<file path="src/rtl/tulip_prog_pkg.sv">
// Shared types and header field positions for the tulip_dsp coefficient loader.
package tulip_prog_pkg;

  typedef enum logic [1:0] {
    TGT_LUT  = 2'd0,
    TGT_FIR  = 2'd1,
    TGT_RVB  = 2'd2,
    TGT_RSVD = 2'd3
  } tgt_e;

  typedef enum logic [1:0] {
    ERR_OK       = 2'd0,
    ERR_BAD_TGT  = 2'd1,
    ERR_ZERO_CNT = 2'd2,
    ERR_TIMEOUT  = 2'd3
  } err_e;

  typedef enum logic [2:0] {
    S_IDLE      = 3'd0,
    S_STREAM    = 3'd1,
    S_WAIT_DONE = 3'd2,
    S_FINISH    = 3'd3,
    S_ERROR     = 3'd4
  } state_e;

  localparam int HDR_TGT_MSB = 31;
  localparam int HDR_TGT_LSB = 30;
  localparam int HDR_CNT_MSB = 15;
  localparam int HDR_CNT_LSB = 0;

endpackage

</file>
<file path="src/rtl/prog_out_stage.sv">
// Single-entry valid/ready output register; accepts a new word whenever it is
// empty or its current word is being taken in the same cycle.
module prog_out_stage #(
  parameter int G_WIDTH = 24
) (
  input  logic               clk,
  input  logic               clear,
  input  logic               in_valid,
  output logic               in_ready,
  input  logic [G_WIDTH-1:0] in_data,
  output logic               out_valid,
  output logic [G_WIDTH-1:0] out_data,
  input  logic               out_ready
);

  assign in_ready = !out_valid || out_ready;

  // Hold the word until the consumer takes it; load on any free slot.
  always_ff @(posedge clk) begin
    if (clear) begin
      out_valid <= 1'b0;
      out_data  <= '0;
    end else if (in_ready) begin
      out_valid <= in_valid;
      if (in_valid) out_data <= in_data;
    end
  end

endmodule

</file>
<file path="src/rtl/tulip_prog_loader.sv">
// Host-side command loader for the tulip_dsp LUT / FIR / reverb programming
// ports. Optional done-wait watchdog: TULIP_PROG_TIMEOUT_EN.
//
// state       | meaning
// S_IDLE      | waiting for a header word
// S_STREAM    | forwarding N payload words to the selected target
// S_WAIT_DONE | all words delivered, waiting for the target done flag
// S_FINISH    | one-cycle completion, err_code ok
// S_ERROR     | one-cycle completion with an error code
module tulip_prog_loader
  import tulip_prog_pkg::*;
#(
  parameter int G_LUT_DWIDTH     = 24,
  parameter int G_TAP_DWIDTH     = 16,
  parameter int G_TIMEOUT_CYCLES = 4096
) (
  input  logic                    clk,
  input  logic                    reset_n,
  input  logic                    enable,
  input  logic [31:0]             host_din,
  input  logic                    host_din_valid,
  output logic                    host_din_ready,
  output logic [G_LUT_DWIDTH-1:0] lut_prog_dout,
  output logic                    lut_prog_dout_valid,
  input  logic                    lut_prog_dout_ready,
  input  logic                    lut_prog_done,
  output logic [G_TAP_DWIDTH-1:0] fir_prog_dout,
  output logic                    fir_prog_dout_valid,
  input  logic                    fir_prog_dout_ready,
  input  logic                    fir_prog_done,
  output logic [G_TAP_DWIDTH-1:0] rvb_prog_dout,
  output logic                    rvb_prog_dout_valid,
  input  logic                    rvb_prog_dout_ready,
  input  logic                    rvb_prog_done,
  output logic                    busy,
  output logic                    cmd_done,
  output logic [1:0]              err_code,
  output logic [15:0]             words_sent
);

  localparam int G_DW = (G_LUT_DWIDTH > G_TAP_DWIDTH) ? G_LUT_DWIDTH : G_TAP_DWIDTH;

  state_e      state_q, state_d;
  tgt_e        tgt_q;
  err_e        err_q, err_d;
  logic [15:0] cnt_q, host_cnt_q;
  logic        clear, tgt_ready, tgt_done, tgt_hs, host_more;
  logic        st_in_valid, st_in_ready, st_out_valid;
  logic [G_DW-1:0] st_out_data;
  tgt_e        hdr_tgt;
  logic [15:0] hdr_cnt;

  assign clear     = !reset_n || !enable;
  assign hdr_tgt   = tgt_e'(host_din[HDR_TGT_MSB:HDR_TGT_LSB]);
  assign hdr_cnt   = host_din[HDR_CNT_MSB:HDR_CNT_LSB];
  assign host_more = host_cnt_q != cnt_q;
  assign tgt_hs    = st_out_valid && tgt_ready;

  // Select the ready/done of the target latched from the header.
  always_comb begin
    tgt_ready = 1'b0;
    tgt_done  = 1'b0;
    case (tgt_q)
      TGT_LUT: begin tgt_ready = lut_prog_dout_ready; tgt_done = lut_prog_done; end
      TGT_FIR: begin tgt_ready = fir_prog_dout_ready; tgt_done = fir_prog_done; end
      TGT_RVB: begin tgt_ready = rvb_prog_dout_ready; tgt_done = rvb_prog_done; end
      default: begin tgt_ready = 1'b0; tgt_done = 1'b0; end
    endcase
  end

  prog_out_stage #(.G_WIDTH(G_DW)) u_out (
    .clk       (clk),
    .clear     (clear),
    .in_valid  (st_in_valid),
    .in_ready  (st_in_ready),
    .in_data   (host_din[G_DW-1:0]),
    .out_valid (st_out_valid),
    .out_data  (st_out_data),
    .out_ready (tgt_ready)
  );

`ifdef TULIP_PROG_TIMEOUT_EN
  localparam int TW = $clog2(G_TIMEOUT_CYCLES + 1);
  logic [TW-1:0] tmr_q;

  // Watchdog down-counter: reloaded outside WAIT_DONE, terminal count at 0.
  always_ff @(posedge clk) begin
    if (clear || state_q != S_WAIT_DONE) tmr_q <= TW'(G_TIMEOUT_CYCLES - 1);
    else if (tmr_q != '0)                tmr_q <= tmr_q - 1'b1;
  end
`else
  logic unused_tmo;
  assign unused_tmo = (G_TIMEOUT_CYCLES == 0);
`endif

  logic unused_hdr;
  assign unused_hdr = ^host_din[29:24];

  // Next-state, host handshake and error selection.
  always_comb begin
    state_d        = state_q;
    err_d          = err_q;
    host_din_ready = 1'b0;
    st_in_valid    = 1'b0;
    if (!clear) begin
      case (state_q)
        S_IDLE: begin
          host_din_ready = 1'b1;
          if (host_din_valid) begin
            if (hdr_tgt == TGT_RSVD) begin
              state_d = S_ERROR;
              err_d   = ERR_BAD_TGT;
            end else if (hdr_cnt == 16'd0) begin
              state_d = S_ERROR;
              err_d   = ERR_ZERO_CNT;
            end else begin
              state_d = S_STREAM;
              err_d   = ERR_OK;
            end
          end
        end
        S_STREAM: begin
          host_din_ready = host_more && st_in_ready;
          st_in_valid    = host_din_valid && host_more;
          if (tgt_hs && words_sent == cnt_q - 16'd1) state_d = S_WAIT_DONE;
        end
        S_WAIT_DONE: begin
          if (tgt_done) state_d = S_FINISH;
`ifdef TULIP_PROG_TIMEOUT_EN
          else if (tmr_q == '0) begin
            state_d = S_ERROR;
            err_d   = ERR_TIMEOUT;
          end
`endif
        end
        S_FINISH, S_ERROR: state_d = S_IDLE;
        default:           state_d = S_IDLE;
      endcase
    end
  end

  // State, command latch and word counters.
  always_ff @(posedge clk) begin
    if (clear) begin
      state_q    <= S_IDLE;
      err_q      <= ERR_OK;
      tgt_q      <= TGT_LUT;
      cnt_q      <= '0;
      host_cnt_q <= '0;
      words_sent <= '0;
    end else begin
      state_q <= state_d;
      err_q   <= err_d;
      if (state_q == S_IDLE && host_din_valid) begin
        tgt_q      <= hdr_tgt;
        cnt_q      <= hdr_cnt;
        host_cnt_q <= '0;
        words_sent <= '0;
      end
      if (state_q == S_STREAM && host_din_valid && host_din_ready) host_cnt_q <= host_cnt_q + 16'd1;
      if (state_q == S_STREAM && tgt_hs) words_sent <= words_sent + 16'd1;
    end
  end

  assign lut_prog_dout_valid = st_out_valid && tgt_q == TGT_LUT;
  assign fir_prog_dout_valid = st_out_valid && tgt_q == TGT_FIR;
  assign rvb_prog_dout_valid = st_out_valid && tgt_q == TGT_RVB;
  assign lut_prog_dout = (tgt_q == TGT_LUT) ? st_out_data[G_LUT_DWIDTH-1:0] : '0;
  assign fir_prog_dout = (tgt_q == TGT_FIR) ? st_out_data[G_TAP_DWIDTH-1:0] : '0;
  assign rvb_prog_dout = (tgt_q == TGT_RVB) ? st_out_data[G_TAP_DWIDTH-1:0] : '0;

  assign busy     = state_q != S_IDLE;
  assign cmd_done = state_q == S_FINISH || state_q == S_ERROR;
  assign err_code = err_q;

endmodule

</file>
<file path="config.mk">
export PLATFORM = sky130hd
export DESIGN_NAME = tulip_prog_loader
export DESIGN_NICKNAME = d
export VERILOG_FILES = /design/src/rtl/tulip_prog_pkg.sv /design/src/rtl/prog_out_stage.sv /design/src/rtl/tulip_prog_loader.sv
export SDC_FILE = /design/constraint.sdc
export NUM_CORES = 1
export LEC_CHECK = 0
export CORE_AREA = 2 2 101 103
export DETAILED_ROUTE_END_ITERATION = 7
export DIE_AREA = 0 0 103 105
export GPL_ROUTABILITY_DRIVEN = 0
export PLACE_DENSITY = 0.88
export SLEW_MARGIN = 10
export SYNTH_ARGS = -nofsm -noshare
export SYNTH_HDL_FRONTEND = slang
export SYNTH_SLANG_ARGS = --single-unit
</file>
<file path="constraint.sdc">
create_clock -name clk -period 2.6 [get_ports clk]
set_input_delay 0.65 -clock clk [delete_from_list [all_inputs] [get_ports clk]]
set_output_delay 0.65 -clock clk [all_outputs]
set_load 0.01 [all_outputs]
</file>
# --- Word level (Yosys, flattened, before mapping) ---
# Cells that the tools add are included.
word_totals:
  regBits: 80
  wordCells: 69
  input_bits: 42
  out_inout_bits: 80
classes:
  n_reduce_logical: 26
  muxes: 20
  addsub: 3
  n_eq_ne: 12
ops:
  columns: ["operator", "n"]
  rows:
  - ["$mux 16", 5]
  - ["$add 16x1->16 const B", 2]
  - ["$mux 24", 1]
  - ["$eq 16x16->1", 1]
  - ["$logic_not 16->1", 1]
  - ["$ne 16x16->1", 1]
  - ["$sub 16x1->16 const B", 1]
  - ["$mux 3", 5]
  - ["$logic_and 1x1->1", 11]
  - ["$pmux 3 s3", 1]
  - ["$eq 3x2->1 const B", 2]
  - ["$ne 2x2->1 const B", 3]
  - ["$pmux 1 s3", 2]
  - ["$eq 2x2->1 const B", 2]
  - ["$mux 2", 2]
  - ["$reduce_and 2->1", 2]
  - ["$reduce_bool 2->1", 2]
  - ["$eq 3x1->1 const B", 1]
  - ["$eq 3x3->1 const B", 1]
  - ["$logic_not 1->1", 3]
  - ["$logic_not 3->1", 1]
  - ["$logic_or 1x1->1", 3]
  - ["$mux 1", 3]
  - ["$reduce_and 3->1", 1]
  - ["other kinds (4)", 4]

# --- Logic depth before layout (Yosys ltp) ---
# Gate-level depths: netlist of run 1.
logic_depth:
  word_depth: 8
  depth_mapped: 10
  mapped_depth_nobuf: 8

# --- Modules after synthesis ---
# Synthesis of run 1 repeated with hierarchy kept, for this count alone.
unflattened:
  cells_unflattened: 611
  hier_area_um2: 4912.2
modules_own_cells:
  columns: ["module", "seq_area_each_um2", "area_each_um2", "instances", "cells_per_inst"]
  rows:
  - ["tulip_prog_loader", 1101.1, 3724.8, 1, 497]
  - ["prog_out_stage", 500.5, 1187.4, 1, 114]

# --- Worst setup path before layout of run 1 ---
# No wires, ideal clock.
synth_path:
  path_kind: "input to output"
  from: "in fir_prog_dout_ready"
  to: "out host_din_ready"
  t_required_ps: 1950
  stages: 4
  path_slack_ps: 223
  t_arrival_ps: 1727
  n_path_buf: 0
  cell_sequence: "mux2i_1 o2bb2ai_2 o21bai_1 a2111oi_0"
synth_via:
  elab_chain_cells: 5
synth_lines:
  columns: ["element", "line_no", "source"]
  rows:
  - ["from (decl)", "tulip_prog_loader.sv:29", "input logic fir_prog_dout_ready,"]
  - ["$pmux 1 s3", "tulip_prog_loader.sv:63", "case (tgt_q)"]
  - ["$logic_or 1x1->1", "prog_out_stage.sv:16", "assign in_ready = !out_valid || out_ready;"]
  - ["$logic_and 1x1->1", "tulip_prog_loader.sv:123", "host_din_ready = host_more && st_in_ready;"]
  - ["$pmux 1 s2", "tulip_prog_loader.sv:106", "case (state_q)"]
  - ["$mux 1", "tulip_prog_loader.sv:105", "if (!clear) begin"]
  - ["to (decl)", "tulip_prog_loader.sv:22", "output logic host_din_ready,"]
# Every way passes these cells.

# --- Worst setup path in the final report of run 1 ---
layout_path:
  from: "reg cnt_q[0]"
  to: "reg state_q[0]"
layout_via:
  elab_chain_cells: 5
layout_lines:
  columns: ["element", "line_no", "source"]
  rows:
  - ["from (decl)", "tulip_prog_loader.sv:46", "logic [15:0] cnt_q, host_cnt_q;"]
  - ["from (signal assigned)", "tulip_prog_loader.sv:156", "cnt_q <= hdr_cnt;"]
  - ["$sub 16x1->16", "tulip_prog_loader.sv:125", "if (tgt_hs && words_sent == cnt_q - 16'd1) state_d = S_WAIT_DONE;"]
  - ["$eq 16x16->1", "tulip_prog_loader.sv:125", null]
  - ["$logic_and 1x1->1", "tulip_prog_loader.sv:125", null]
  - ["$ne 2x2->1 (no source line)", null, null]
  - ["$reduce_and 3->1 (no source line)", null, null]
  - ["to (signal assigned)", "tulip_prog_loader.sv:152", "state_q <= state_d;"]
  - ["to (decl)", "tulip_prog_loader.sv:43", "state_e state_q, state_d;"]
# Every way passes these cells.
# A chain may end at the register's enable or synchronous reset.

==> results of run 1 <==
## metrics by stage
stage	setup slack, ps	std cells	power, uW	util (%)
2_1_floorplan	223	621	1480	-
3_3_place_gp	-485	878	1630	64.4
3_5_place_dp	-484	878	1640	64.4
4_1_cts	2.25	894	2590	66.6
5_1_grt	-129	894	2680	66.8
6_report	-25.0	894	2610	66.8
## placed cells by master, fill, tap and decap left out, types with 14 or more instances in the layout
cell type / count
o21ai_0: 38
dfxtp_1: 78
xnor2_1: 30
nor3_1: 14
buf_4: 50
a21oi_1: 47
nand3_1: 23
clkdlybuf4s50_1: 112
nand2_1: 115
and2_1: 62
nor2_1: 26
## worst register-to-register path: cells and delay by family (launching register included)
kind | cells | cell delay [ps]
buffers and inverters | 2 | 260
XOR/XNOR | 1 | 200
adder cells (fa/ha/maj) | 1 | 200
AO/OA/AOI/OAI | 2 | 240
flip-flops | 1 | 370
AND/OR/NAND/NOR | 3 | 1260
## path summary, 6_finish.rpt
check	start	cells past startpoint	to
worst max-delay path	cnt_q[0]	9	state_q[0]
worst min-delay path	u_out.out_data[20]	2	u_out.out_data[20]
worst max register to register	cnt_q[0]	9	state_q[0]
worst min register to register	u_out.out_data[20]	2	u_out.out_data[20]
## routing by layer
| metal | wire length (um) | track usage [%] | up-vias |
|---|---|---|---|
| li1 | - | - | 2423 |
| met1 | 5690 | 32.4 | 2356 |
| met2 | 7500 | 46.4 | 297 |
| met3 | 1220 | 5.15 | 53 |
| met4 | 512 | 12.2 | 0 |
| met5 | 0 | 0 | - |
## sequential cells by signal, indices dropped and copies added (netlist names)
signal / count
cnt_q: 16
state_q: 3
words_sent: 16
host_cnt_q: 16
tgt_q: 2
u_out.out_valid: 1
err_code: 2
u_out.out_data: 24
## power breakdown
group          internal, uW  leakage (uW)  switching, uW
clock network           479      0.000105            494
logic                   173       0.00153            212
registers              1240      0.000647           13.3
## layout make-up
| class | instances | area [sq um] |
|---|---|---|
| clock buffer | 11 | 141 |
| tap | 133 | 166 |
| clock inverter | 5 | 61.3 |
| inverter | 8 | 30.0 |
| multi-input combinational | 490 | 2880 |
| sequential | 80 | 1600 |
| fill | 759 | 3200 |
| timing repair buffer | 167 | 1560 |
## timing repair
action,4_1_cts,5_1_grt
gates resized for setup,4,9
pin swaps,2,7
gates cloned,0,0
endpoints found under the setup margin,1,14
## logic make-up (layout without fill, tap and decap cells)
kind of cell               count (synthesis)  in the layout  synth area share [%]
and+or+nand+nor                          315            315                  35.0
DFF                                       80             80                  34.3
buffers and inverters                     51            191                  4.69
muxes                                      6              6                  1.34
xor gates and xnor gates                  41             41                  7.98
AOI/OAI and AO/OA                        125            125                  15.9
adders and majority gates                  3              3                 0.804
==> results.txt, run 1 <==
Failing checks -> negative setup slack
Pre-Repair DR Iteration Count -> 5
Core Box Area -> 9640 sq um
Status -> finished with violations
Max Fclk -> 0.381 GHz
Initial antenna violation count -> 0
Crit-path max FO -> 8
Post-Syn Instances -> 621
CTS Buf Count -> 9
Vias in the first global route -> 4,792
Area Growth Syn to Fin -> 37.9%
PortBufs -> 115
Synth area leaders -> dfxtp_1, nand2_1, and2_1, xnor2_1, a21oi_1
Buffers & Inverters on Critical Path -> 2
Syn_nets -> 666
Vias -> 5,129
Placement Cell Area -> 6210 sq um
Hold WC Path Type -> flop to flop
Delay-heaviest family, CP -> simple AND/OR/NAND/NOR gates
Worst VDD drop -> 205 uV
Fin crit share -> 101%
Post-layout nets -> 801
Register area share after synthesis -> 34.3%
Layout cells sized above 1 -> 11.3%
Crit-path cells -> buf_4 -> inv_1 -> ha_1 -> nor2b_1 -> xor2_1 -> a21oi_1 -> or4_1 -> nor4_2 -> o21ai_1
Setup crit start kind -> flop
Most common cell in the netlist -> nand2_1
Critical Path RT -> 2860 ps
Die Wd -> 103 um
Largest net degree at the start of global routing -> 58
Mapped cell area -> 4670 sq um
N_diodes -> 0
Reg clk slew, reported paths -> 90 ps
Root Buffer -> clkbuf_8
GRT overflow -> 0
Syn avg cell area -> 7.52 sq um
TritonCTS clock tree -> yes
Relative max-transition margin -> 57.0%
Yosys top cell area share -> 34.3%
Area leader, netlist -> dfxtp_1
Critical Path End Type -> flop
Final Hold Fails -> 0
Hpwl dp -> 10.7 mm
WHS -> 458 ps
GRT Util Overall -> 27.2%
Worst stage delay on the critical path -> 530 ps
WP data arrival -> 2880 ps
Yosys Warn Count -> 0
Max cap viols -> 0
Ys flop type -> dfxtp_1
Die H -> 105 um
Initial DRC count -> 528
Routed Antenna Nets -> 0
Clock buffer depth -> 2
Commonest cells post-synth -> nand2_1, dfxtp_1, and2_1
Cell Pwr Density -> 405 nW/um^2
Post-synth EDFFs -> 0
Slew Limit Fails -> 0
Critical path type -> flop to flop
Initial Utilization -> 48.5%
Distinct cells, synth -> 62
CTS Hold Bufs -> 0
Smallest setup slack after layout -> -25.0 ps
# setup viols final -> 1
Lkg Pwr -> 0.00228 uW
Worst skew pair latency -> 370 ps
Post-CTS Setup Repair Bufs -> 0
I/O pin count -> 122
CTS H-tree lvls -> 3
Slowest-stage cell, CP -> or4_1
Final instance area -> 6440 sq um
Clock Sinks -> 80
Synthesis-stage register bit count -> 80
First-pass GRT wire length -> 23.2 mm
Ys async rst share -> 0%
Sum Neg Setup Slack -> -25.0 ps
Rows -> 36
Drt total wl -> 14.9 mm
R2R Setup Slk -> -30 ps
Final worst path period need -> 2630 ps
Worst-margin pin slew -> 640 ps
Die ar. -> 10,800 sq um
Post-route DRC violation count -> 0
Vias per inst -> 5.74
Setup Skew -> 12.1 ps
Wire length per cell -> 16.7 um
Note: power is estimated with default switching activity, not from simulation.
==> run 2: changes to the inputs <==
--- a/config.mk
+++ b/config.mk
@@ -10,6 +10,7 @@
 export DIE_AREA = 0 0 103 105
 export GPL_ROUTABILITY_DRIVEN = 0
 export PLACE_DENSITY = 0.88
+export REMOVE_ABC_BUFFERS = 1
 export SLEW_MARGIN = 10
 export SYNTH_ARGS = -nofsm -noshare
 export SYNTH_HDL_FRONTEND = slang
==> run 2 against run 1 <==
  * The flow now finishes without violations
  * Count of clock-buffer cells in the layout down 1
  * Sequential share of layout area down 0.42 points
  * Via count down 0.96%
  * Register-to-register slack better by 160 ps
  * Non-clock buffer count up 4
  * Largest power group unchanged
  * Clock power up 19%
  * Die area unchanged
  * Worst hold slack better by 1.6 ps
  * Worst setup slack better by 75 ps
  * Combinational power up 2%
  * Cell count up 0.45%
  * Design area up 1.9%
==> results.txt, run 2 (synthesis results as in run 1) <==
Delay-heaviest family, CP -> buffers and inverters (was simple AND/OR/NAND/NOR gates)
Worst-margin pin slew -> 538 ps (was 640 ps)
Die H -> 105 um (unchanged)
Final worst path period need -> 2550 ps (was 2630 ps)
Cell Pwr Density -> 426 nW/um^2 (was 405 nW/um^2)
Most frequent cells in the layout -> nand2_1, clkdlybuf4s50_1, dfxtp_1, and2_1, buf_4 (unchanged)
Relative max-transition margin -> 63.8% (was 57.0%)
Initial Utilization -> 48.5% (unchanged)
Largest register by flop count -> u_out.out_data (unchanged)
Critical Path End Type -> output port (was flop)
Buffers & Inverters on Critical Path -> 3 (was 2)
Largest net degree at the start of global routing -> 50 (was 58)
Max cap viols -> 0 (unchanged)
Most Crowded Layer GR -> met2 (unchanged)
CTS H-tree lvls -> 3 (unchanged)
Area of the multi-input gates -> 2890 sq um (was 2880 sq um)
# fillers -> 765 (was 759)
Fin crit share -> 98.1% (was 101%)
Vias -> 5,080 (was 5,129)
Clock buffer depth -> 2 (unchanged)
CTS Buf Count -> 9 (unchanged)
Critical Path RT -> 1950 ps (was 2860 ps)
Area Growth Syn to Fin -> 40.6% (was 37.9%)
Root Buffer -> clkbuf_8 (unchanged)
Smallest setup slack after layout -> 50.2 ps (was -25.0 ps)
Setup Skew -> 13.2 ps (was 12.1 ps)
Vias per inst -> 5.66 (was 5.74)
PortBufs -> 115 (unchanged)
First-pass GRT wire length -> 23.5 mm (was 23.2 mm)
Final Hold Fails -> 0 (unchanged)
Worst stage delay on the critical path -> 540 ps (was 530 ps)
Commonest non-fill, non-tap cell in the layout -> nand2_1 (unchanged)
Crit-path max FO -> 24 (was 8)
GR Layer Usage met2 -> 47.3% (was 46.4%)
Reg clk slew, reported paths -> 90 ps (about the same)
Crit-path cells -> buf_4 -> nor2_1 -> buf_6 -> and2_1 -> clkdlybuf4s50_1 (was buf_4 -> inv_1 -> ha_1 -> nor2b_1 -> xor2_1 -> a21oi_1 -> or4_1 -> nor4_2 -> o21ai_1)
Vias in the first global route -> 4,816 (was 4,792)
RSZ-0062 raised after global routing -> yes
Rows -> 36 (unchanged)
Hold WC Path Type -> flop to flop (unchanged)
I/O pin count -> 122 (unchanged)
Die ar. -> 10,800 sq um (unchanged)
GRT Util Overall -> 27.4% (was 27.2%)
Max Fclk -> 0.392 GHz (was 0.381 GHz)
WP data arrival -> 1900 ps (was 2880 ps)
Final instance area -> 6570 sq um (was 6440 sq um)
Lkg Pwr -> 0.00251 uW (was 0.00228 uW)
Area taken by flip-flops and latches -> 1610 sq um (was 1600 sq um)
Layout cells sized above 1 -> 12.3% (was 11.3%)
Number of flip-flops in the largest register -> 24 (unchanged)
Hpwl dp -> 10.9 mm (was 10.7 mm)
TritonCTS clock tree -> yes (unchanged)
Pre-Repair DR Iteration Count -> 5 (unchanged)
Initial DRC count -> 343 (was 528)
GRT overflow -> 0 (unchanged)
Slowest-stage cell, CP -> clkdlybuf4s50_1 (was or4_1)
Worst VDD drop -> 259 uV (was 205 uV)
Routed Antenna Nets -> 0 (unchanged)
Worst skew pair latency -> 360 ps (was 370 ps)
Status -> finished clean (was finished with violations)
Post-route DRC violation count -> 0 (unchanged)
Met3 usage in global routing -> 4.48% (was 5.15%)
Core Box Area -> 9640 sq um (unchanged)
Clock Sinks -> 80 (unchanged)
CTS Hold Bufs -> 0 (unchanged)
Die Wd -> 103 um (unchanged)
Placement Setup Slack -> -514 ps (was -484 ps)
Drt total wl -> 15.0 mm (was 14.9 mm)
Critical path type -> flop to output port (was flop to flop)
Core Util, Final -> 68.1% (was 66.8%)
Placement Cell Area -> 6230 sq um (was 6210 sq um)
N_diodes -> 0 (unchanged)
Met1 usage -> 34.0% (was 32.4%)
Slew Limit Fails -> 0 (unchanged)
# setup viols final -> 0 (was 1)
Setup crit start kind -> flop (unchanged)
Initial antenna violation count -> 0 (unchanged)
Post-layout nets -> 805 (was 801)
Wire length per cell -> 16.7 um (about the same)
==> run 2: cell count changes in the layout (fill, tap and decap cells not counted), sizes merged, moves of 2 or more <==
cell           previous run  this run
clkdlybuf4s50           112       101
dlymetal6s2s              2        10
buf                      53        57
dlygate4sd2               0         3
bufinv                    1         3
inv                      11         9
==> run 2: what timing repair did <==
action	CTS	global route
pin swaps	3	1
gates cloned	1	0
resized for setup	13	21
setup endpoints to repair	17	59
setup buffers	2	0
==> run 2: final timing paths <==
check | end | slack (ps) | start | depth (start not counted)
worst min-delay path | u_out.out_data[18] | 460 | u_out.out_data[18] | 2
worst max-delay path | lut_prog_dout[19] | 50 | tgt_q[0] | 5
worst max register to register | state_q[0] | 130 | cnt_q[0] | 9
worst min register to register | u_out.out_data[18] | 460 | u_out.out_data[18] | 2
==> run 2: worst register-to-register path: cells and delay by family (launching register included) <==
family                     cells  cell delay [ps]
DFF                            1              400
xor gates and xnor gates       1              140
AOI/OAI and AO/OA              3              580
buffers and inverters          2              250
and+or+nand+nor                2              700
adders and majority gates      1              300
==> run 2: power breakdown <==
part,leakage [uW],total (uW),switching (uW),internal [uW]
clock,0.000123,1160,486,669
combinational,0.00174,393,212,180
sequential,0.000648,1250,12.9,1240
total,0.00251,2800,711,2090
==> run 2: through the flow <==
stage	hold WS, ps	power (uW)	setup TNS, ps	cells
CTS	461	2790	0	898
global route	490	2890	-15.4	898
detailed placement	448	1650	-1350	879
floorplan	431	1460	-42540	578
global placement	442	1630	-781	879
finish	459	2800	0	898
==> run 2: metal layers <==
layer | vias up | routed length, um
met3 | 43 | 1070
met1 | 2372 | 5970
li1 | 2419 | -
met2 | 246 | 7610
met4 | 0 | 327
met5 | - | 0
==> run 2: area by class of cell <==
cell class / instances / area share [%]
Sequential cell: 80 / 24.5
Clock inverter: 6 / 1.75
Tap cell: 133 / 2.53
Timing Repair Buffer: 171 / 24.7
Clock buffer: 10 / 2.10
Inverter: 8 / 0.457
Multi-Input combinational cell: 490 / 44.0
